===== src/rtl/ahfp_mult_seq.sv =====
// ahfp_mult_seq: multi-cycle floating-point multiplier with start/done handshake.
// Pipeline of FSM states IDLE->UNPACK->MULT->NORM->ROUND->DONE; five clocks from
// accept to done. Denormals are flushed to zero; results that underflow are flushed.
// Optional feature macro: AHFP_MULT_RNE_EN (round-to-nearest-even; default truncates).
module ahfp_mult_seq #(
  parameter int EXP_W = 8,
  parameter int MAN_W = 23
) (
  input  logic                   clk,
  input  logic                   reset,
  input  logic                   clk_en,
  input  logic                   start,
  input  logic [EXP_W+MAN_W:0]   dataa,
  input  logic [EXP_W+MAN_W:0]   datab,
  output logic [EXP_W+MAN_W:0]   result,
  output logic                   done
);

  localparam int W    = 1 + EXP_W + MAN_W;
  localparam int P_W  = 2 * (MAN_W + 1);
  localparam int XE_W = EXP_W + 2;
  localparam int BIAS = (2 ** (EXP_W - 1)) - 1;
  localparam int EMAX = (2 ** EXP_W) - 1;

  localparam logic [XE_W-1:0] BIAS_X = XE_W'(BIAS);
  localparam logic [XE_W-1:0] EMAX_X = XE_W'(EMAX);
  localparam logic [XE_W-1:0] ONE_X  = XE_W'(1);
  localparam logic [XE_W-1:0] ZERO_X = {XE_W{1'b0}};
  localparam logic [W-1:0]    QNAN   = {1'b0, {EXP_W{1'b1}}, 1'b1, {(MAN_W-1){1'b0}}};

  // Operand class carried from UNPACK to the final packing step
  localparam logic [1:0] CLS_NUM  = 2'd0;
  localparam logic [1:0] CLS_NAN  = 2'd1;
  localparam logic [1:0] CLS_INF  = 2'd2;
  localparam logic [1:0] CLS_ZERO = 2'd3;

  typedef enum logic [2:0] {
    S_IDLE   = 3'd0,
    S_UNPACK = 3'd1,
    S_MULT   = 3'd2,
    S_NORM   = 3'd3,
    S_ROUND  = 3'd4,
    S_DONE   = 3'd5
  } state_t;

  state_t           r_state, w_next;
  logic [W-1:0]     r_a, r_b;
  logic             r_sign;
  logic [1:0]       r_cls;
  logic [EXP_W-1:0] r_ea, r_eb;
  logic [MAN_W:0]   r_ma, r_mb;
  logic [P_W-1:0]   r_prod;
  logic [XE_W-1:0]  r_exp;
  logic [MAN_W:0]   r_man;
  logic             r_g, r_r, r_s;
  logic [W-1:0]     r_result;
  logic             r_done;

  // Field split and classification of the latched operands
  logic [EXP_W-1:0] w_ea, w_eb;
  logic [MAN_W-1:0] w_fa, w_fb;
  logic             w_a_zero, w_b_zero, w_a_inf, w_b_inf, w_a_nan, w_b_nan;
  logic [1:0]       w_cls;

  assign w_ea = r_a[W-2:MAN_W];
  assign w_eb = r_b[W-2:MAN_W];
  assign w_fa = r_a[MAN_W-1:0];
  assign w_fb = r_b[MAN_W-1:0];
  // A zero exponent covers both true zero and denormals, which are flushed
  assign w_a_zero = (w_ea == {EXP_W{1'b0}});
  assign w_b_zero = (w_eb == {EXP_W{1'b0}});
  assign w_a_inf  = (w_ea == {EXP_W{1'b1}}) && (w_fa == {MAN_W{1'b0}});
  assign w_b_inf  = (w_eb == {EXP_W{1'b1}}) && (w_fb == {MAN_W{1'b0}});
  assign w_a_nan  = (w_ea == {EXP_W{1'b1}}) && (w_fa != {MAN_W{1'b0}});
  assign w_b_nan  = (w_eb == {EXP_W{1'b1}}) && (w_fb != {MAN_W{1'b0}});

  // Special-value priority: NaN (incl. inf x zero) over inf over zero
  always_comb begin
    w_cls = CLS_NUM;
    if (w_a_nan || w_b_nan || (w_a_inf && w_b_zero) || (w_b_inf && w_a_zero)) begin
      w_cls = CLS_NAN;
    end else if (w_a_inf || w_b_inf) begin
      w_cls = CLS_INF;
    end else if (w_a_zero || w_b_zero) begin
      w_cls = CLS_ZERO;
    end else begin
      w_cls = CLS_NUM;
    end
  end

  // Rounding increment; truncation build ignores guard/round/sticky entirely
  logic w_inc;
`ifdef AHFP_MULT_RNE_EN
  assign w_inc = r_g & (r_r | r_s | r_man[0]);
`else
  assign w_inc = &{1'b0, r_g, r_r, r_s};
`endif

  logic [MAN_W+1:0] w_sum;
  logic [MAN_W-1:0] w_frac;
  logic [XE_W-1:0]  w_exp_fin;
  logic [W-1:0]     w_res;

  assign w_sum = {1'b0, r_man} + {{(MAN_W+1){1'b0}}, w_inc};

  // Renormalise on mantissa carry-out, then pack the final result
  always_comb begin
    w_frac    = w_sum[MAN_W-1:0];
    w_exp_fin = r_exp;
    w_res     = {W{1'b0}};
    if (w_sum[MAN_W+1]) begin
      w_frac    = w_sum[MAN_W:1];
      w_exp_fin = r_exp + ONE_X;
    end else begin
      w_frac    = w_sum[MAN_W-1:0];
      w_exp_fin = r_exp;
    end
    case (r_cls)
      CLS_NAN:  w_res = QNAN;
      CLS_INF:  w_res = {r_sign, {EXP_W{1'b1}}, {MAN_W{1'b0}}};
      CLS_ZERO: w_res = {r_sign, {(W-1){1'b0}}};
      CLS_NUM: begin
        if ($signed(w_exp_fin) >= $signed(EMAX_X)) begin
          w_res = {r_sign, {EXP_W{1'b1}}, {MAN_W{1'b0}}};
        end else if ($signed(w_exp_fin) <= $signed(ZERO_X)) begin
          w_res = {r_sign, {(W-1){1'b0}}};
        end else begin
          w_res = {r_sign, w_exp_fin[EXP_W-1:0], w_frac};
        end
      end
      default:  w_res = QNAN;
    endcase
  end

  // Next-state logic: fixed walk through the pipeline, accept only in IDLE
  always_comb begin
    w_next = r_state;
    case (r_state)
      S_IDLE:   if (start) w_next = S_UNPACK; else w_next = S_IDLE;
      S_UNPACK: w_next = S_MULT;
      S_MULT:   w_next = S_NORM;
      S_NORM:   w_next = S_ROUND;
      S_ROUND:  w_next = S_DONE;
      S_DONE:   w_next = S_IDLE;
      default:  w_next = S_IDLE;
    endcase
  end

  // State register; clk_en low freezes the sequence
  always_ff @(posedge clk or posedge reset) begin
    if (reset) begin
      r_state <= S_IDLE;
    end else if (clk_en) begin
      r_state <= w_next;
    end
  end

  // Datapath registers, each stage updated on the edge that leaves its state
  always_ff @(posedge clk or posedge reset) begin
    if (reset) begin
      r_a      <= {W{1'b0}};
      r_b      <= {W{1'b0}};
      r_sign   <= 1'b0;
      r_cls    <= CLS_NUM;
      r_ea     <= {EXP_W{1'b0}};
      r_eb     <= {EXP_W{1'b0}};
      r_ma     <= {(MAN_W+1){1'b0}};
      r_mb     <= {(MAN_W+1){1'b0}};
      r_prod   <= {P_W{1'b0}};
      r_exp    <= {XE_W{1'b0}};
      r_man    <= {(MAN_W+1){1'b0}};
      r_g      <= 1'b0;
      r_r      <= 1'b0;
      r_s      <= 1'b0;
      r_result <= {W{1'b0}};
      r_done   <= 1'b0;
    end else if (clk_en) begin
      case (r_state)
        S_IDLE: begin
          if (start) begin
            r_a <= dataa;
            r_b <= datab;
          end
        end
        S_UNPACK: begin
          r_sign <= r_a[W-1] ^ r_b[W-1];
          r_cls  <= w_cls;
          r_ea   <= w_ea;
          r_eb   <= w_eb;
          r_ma   <= {1'b1, w_fa};
          r_mb   <= {1'b1, w_fb};
        end
        S_MULT: begin
          r_prod <= {{(MAN_W+1){1'b0}}, r_ma} * {{(MAN_W+1){1'b0}}, r_mb};
          r_exp  <= {2'b00, r_ea} + {2'b00, r_eb} - BIAS_X;
        end
        S_NORM: begin
          // Product of two [1,2) significands lies in [1,4); MSB set means >= 2
          if (r_prod[P_W-1]) begin
            r_man <= r_prod[P_W-1:MAN_W+1];
            r_g   <= r_prod[MAN_W];
            r_r   <= r_prod[MAN_W-1];
            r_s   <= |r_prod[MAN_W-2:0];
            r_exp <= r_exp + ONE_X;
          end else begin
            r_man <= r_prod[P_W-2:MAN_W];
            r_g   <= r_prod[MAN_W-1];
            r_r   <= r_prod[MAN_W-2];
            r_s   <= |r_prod[MAN_W-3:0];
          end
        end
        S_ROUND: begin
          r_result <= w_res;
          r_done   <= 1'b1;
        end
        S_DONE: begin
          r_done <= 1'b0;
        end
        default: begin
          r_done <= 1'b0;
        end
      endcase
    end
  end

  assign result = r_result;
  assign done   = r_done;

endmodule

===== config.mk =====
export PLATFORM = sky130hd
export DESIGN_NAME = ahfp_mult_seq
export DESIGN_NICKNAME = d
export VERILOG_FILES = /design/src/rtl/ahfp_mult_seq.sv
export SDC_FILE = /design/constraint.sdc
export NUM_CORES = 2
export LEC_CHECK = 0
export ABC_CLOCK_PERIOD_IN_PS = 8400
export BUFFER_PORTS_ARGS = -buffer_cell sky130_fd_sc_hd__buf_2
export CAP_MARGIN = 5
export CORE_ASPECT_RATIO = 1.2
export CORE_MARGIN = 5
export CORE_UTILIZATION = 65
export CTS_BUF_LIST = sky130_fd_sc_hd__clkbuf_4 sky130_fd_sc_hd__clkbuf_8
export DETAILED_ROUTE_END_ITERATION = 8
export GPL_ROUTABILITY_DRIVEN = 0
export HOLD_SLACK_MARGIN = 0.1
export PLACE_DENSITY = 0.81
export SKIP_CTS_REPAIR_TIMING = 1
export SYNTH_ARGS = -nofsm -noshare
export SYNTH_HDL_FRONTEND = slang
export SYNTH_SLANG_ARGS = --single-unit

===== constraint.sdc =====
create_clock -name clk -period 8.4 [get_ports clk]
set_clock_uncertainty 0.05 [all_clocks]
set_input_delay 1.26 -clock clk [delete_from_list [all_inputs] [get_ports clk]]
set_output_delay 1.26 -clock clk [all_outputs]
set_load 0.1 [all_outputs]

==> results.cfg <==
[outcome]
outcome = finished, final reports clean

[global_route]
grt_usage = 0.320
grt_pass1_vias = 23100
antenna_found_initial = 0
grt_pass1_wl_mm = 118
grt_remaining_overflow = 0
grt_max_degree = 136

[die]
die_h_um = 236
start_util = 0.652
coreArea_mm2 = 0.0426
dieArea_mm2 = 0.0470
io_pins = 101
rows = 83
die_x_um = 199

[logic_synthesis]
synth_xor_xnor_area_share = 0.0104
synth_fa_ha_area_frac = 0.432
synth_edf_count = 0
yosys_warnings = 0
synthesis.nets = 3587
synthSimpleGateAreaFrac = 0.142
ys_seq_elements = 224
synth.distinct_cells = 62
seq_area_frac_synth = 0.202
synth_cells = 2850
avgSynthCellArea_um2 = 9.74
syn_area_mm2 = 0.0278
synthMuxAreaShare = 0.0581
dominantRegCellSynth = dfrtp_1
synth_top_family_by_area = adder cells
synth-compound-area-share = 0.0602
async_flop_share = 1.00

[critical_path]
worstSetupStartpointType = register
cp.required_ns = 8.77
cp_common_cell = fa_1
worst-path-buf-inv = 5
critPathKind = register to register
end_kind = register
max_stage_delay_ns = 1.07
path_max_fanout = 25
critPathTopFamily = adder cells
cp.arrival_ns = 8.22
worstPathCellList = nand2_1 > fa_1 > inv_1 > fa_1 > inv_1 > fa_1 > inv_1 > fa_1 > fa_1 > fa_1 > inv_1 > fa_1 > inv_1 > ha_1 > a21o_1 > or4_1 > o21ai_2 > a2bb2o_4 > a211o_1 > o311a_4 > a31oi_1 > xor2_1 > o21ai_1
cpMaxStageDelayCell = dfrtp_1

[detailed_routing]
wire_per_inst_um = 21.0
first_iter_violations = 1361
first_pass_iters = 5
vias = 20700
drc_errors = 0
wl_mm = 72.7
vias_per_cell = 5.97
ant_nets = 0

[clock_tree]
root_buffer = clkbuf_8
cts_tree = done
worstSkewPairLatency_ns = 0.57
cts_buffers = 35
h-tree-depth = 2
cts_buffer_depth = 3
clk_transition_reported_paths_ns = 0.07
cts.sinks = 224

[timing]
rsz0062_at_grt = false
setup_violations = 0
fin_crit_ns = 7.86
hold_viol = 0
max-slew-margin-rel = 0.137
maxSlewViolCount = 0
tightest_slew_ns = 1.29
layout_worst_path_cycle_share = 0.935
tns_ns = 0
fmax_mhz = 127

[cells_and_area]
mostFrequentLayoutCells = 559 x inv_1, 482 x fa_1, 414 x nand2_1
nNetsFinal = 3623
finalCoreUtilization = 0.695
layout_commonest_cell = inv_1
final_layout_size_suffix_gt1_frac = 0.0913
syn_to_final_growth_pct = 6.60

[placed_design]
port_buffers = 100
dp_hpwl_mm = 55.5

[run]
max_cap_viol_count = 0

[hold_path]
hold_path.class = register to register
==> worst reg2reg max path, stage by stage, from the launching register on <==
cell and delay, ns:
dfrtp_1 1.07, nand2_1 0.22, fa_1 0.58, inv_1 0.05, fa_1 0.53, inv_1 0.05, fa_1 0.50, inv_1 0.06
fa_1 0.44, fa_1 0.52, fa_1 0.50, inv_1 0.05, fa_1 0.47, inv_1 0.04, ha_1 0.39, a21o_1 0.23
or4_1 0.42, o21ai_2 0.17, a2bb2o_4 0.23, a211o_1 0.31, o311a_4 0.37, a31oi_1 0.20, xor2_1 0.18, o21ai_1 0.07
==> kinds of logic after synthesis <==
logic type,after synthesis
xor+xnor,33
simple gates,814
flops,224
mux,146
fa+ha+maj,669
buf+inv,706
compound gates,258
==> worst paths after layout <==
check,start,to,slack [ns],cells after the start
hold reg to reg,done$_DFFE_PP0P_,done$_DFFE_PP0P_,0.43,2
min in group asynchronous,reset,result[26]$_DFFE_PP0P_,0.80,2
hold / removal,done$_DFFE_PP0P_,done$_DFFE_PP0P_,0.43,2
max in group asynchronous,reset,r_exp[1]$_DFFE_PP0P_,5.72,3
setup / recovery,r_ma[20]$_DFFE_PP0P_,r_prod[43]$_DFFE_PP0P_,0.54,23
setup reg to reg,r_ma[20]$_DFFE_PP0P_,r_prod[43]$_DFFE_PP0P_,0.54,23
==> sequential cells by signal (all words and copies together) (netlist names), 2 cells and up <==
| name | count |
|---|---|
| r_a | 32 |
| r_b | 32 |
| result | 32 |
| r_prod | 25 |
| r_ma | 24 |
| r_man | 23 |
| r_mb | 23 |
| r_exp | 10 |
| r_ea | 8 |
| r_eb | 8 |
| r_state | 3 |
| r_cls | 2 |
==> routing by layer <==
metal | vias up | share of wire | track usage | routed length (um)
met5 | - | 0 | 0 | 0
met4 | 0 | 0.080 | 0.204 | 5790
met3 | 404 | 0.090 | 0.0683 | 6540
met2 | 1125 | 0.50 | 0.537 | 36000
met1 | 10400 | 0.34 | 0.372 | 24400
li1 | 8810 | - | - | -
==> stage by stage <==
step                      instance area, um^2  setup slack (ns)  hold slack [ns]  std cells
after floorplan                         27800             0.956            0.400       2850
after global placement                  28700             0.731            0.405       3400
after detailed placement                28700             0.634            0.415       3400
after CTS                               29600             0.626            0.433       3463
after global routing                    29600             0.323            0.464       3464
final                                   29600             0.544            0.432       3469
==> layout make-up <==
type,count,area [um^2]
multi-input cells,1920,19500
fillers,3071,13000
flip-flops and latches,224,5610
inverters,562,2120
repair buffers,143,843
clock buffers,57,722
well taps,552,691
clock inverters,6,92.6
diodes,5,12.5
==> cells in the mapped netlist (3+ instances only) <==
master	count	area (um^2)
a22oi_1	3	22.5
a21oi_1	51	255
buf_1	3	11.3
dfrtp_1	224	5610
and3_1	5	31.3
nor2_1	36	135
ha_1	187	2340
a31oi_1	9	56.3
o31ai_1	7	52.6
o211ai_1	5	37.5
xnor2_1	24	210
mux2_1	72	811
nand4_1	17	106
nor3_1	17	85.1
inv_1	560	2100
a211oi_1	6	45.0
nor2b_1	4	25.0
a21o_1	20	150
nor4_1	17	106
and2_1	278	1740
a22o_1	30	263
a32oi_1	3	26.3
nand2_1	414	1550
o21bai_1	9	67.6
xor2_1	9	78.8
fa_1	482	9650
mux2_2	50	563
o21ai_0	48	240
clkbuf_1	139	522
o211a_1	3	30.0
nand3_1	15	75.1
mux2i_1	24	240
o21ai_1	42	210
Power is left out: the tool's default activity adds up to more than one toggle a clock period on the data nets, which glitch-free logic cannot reach.
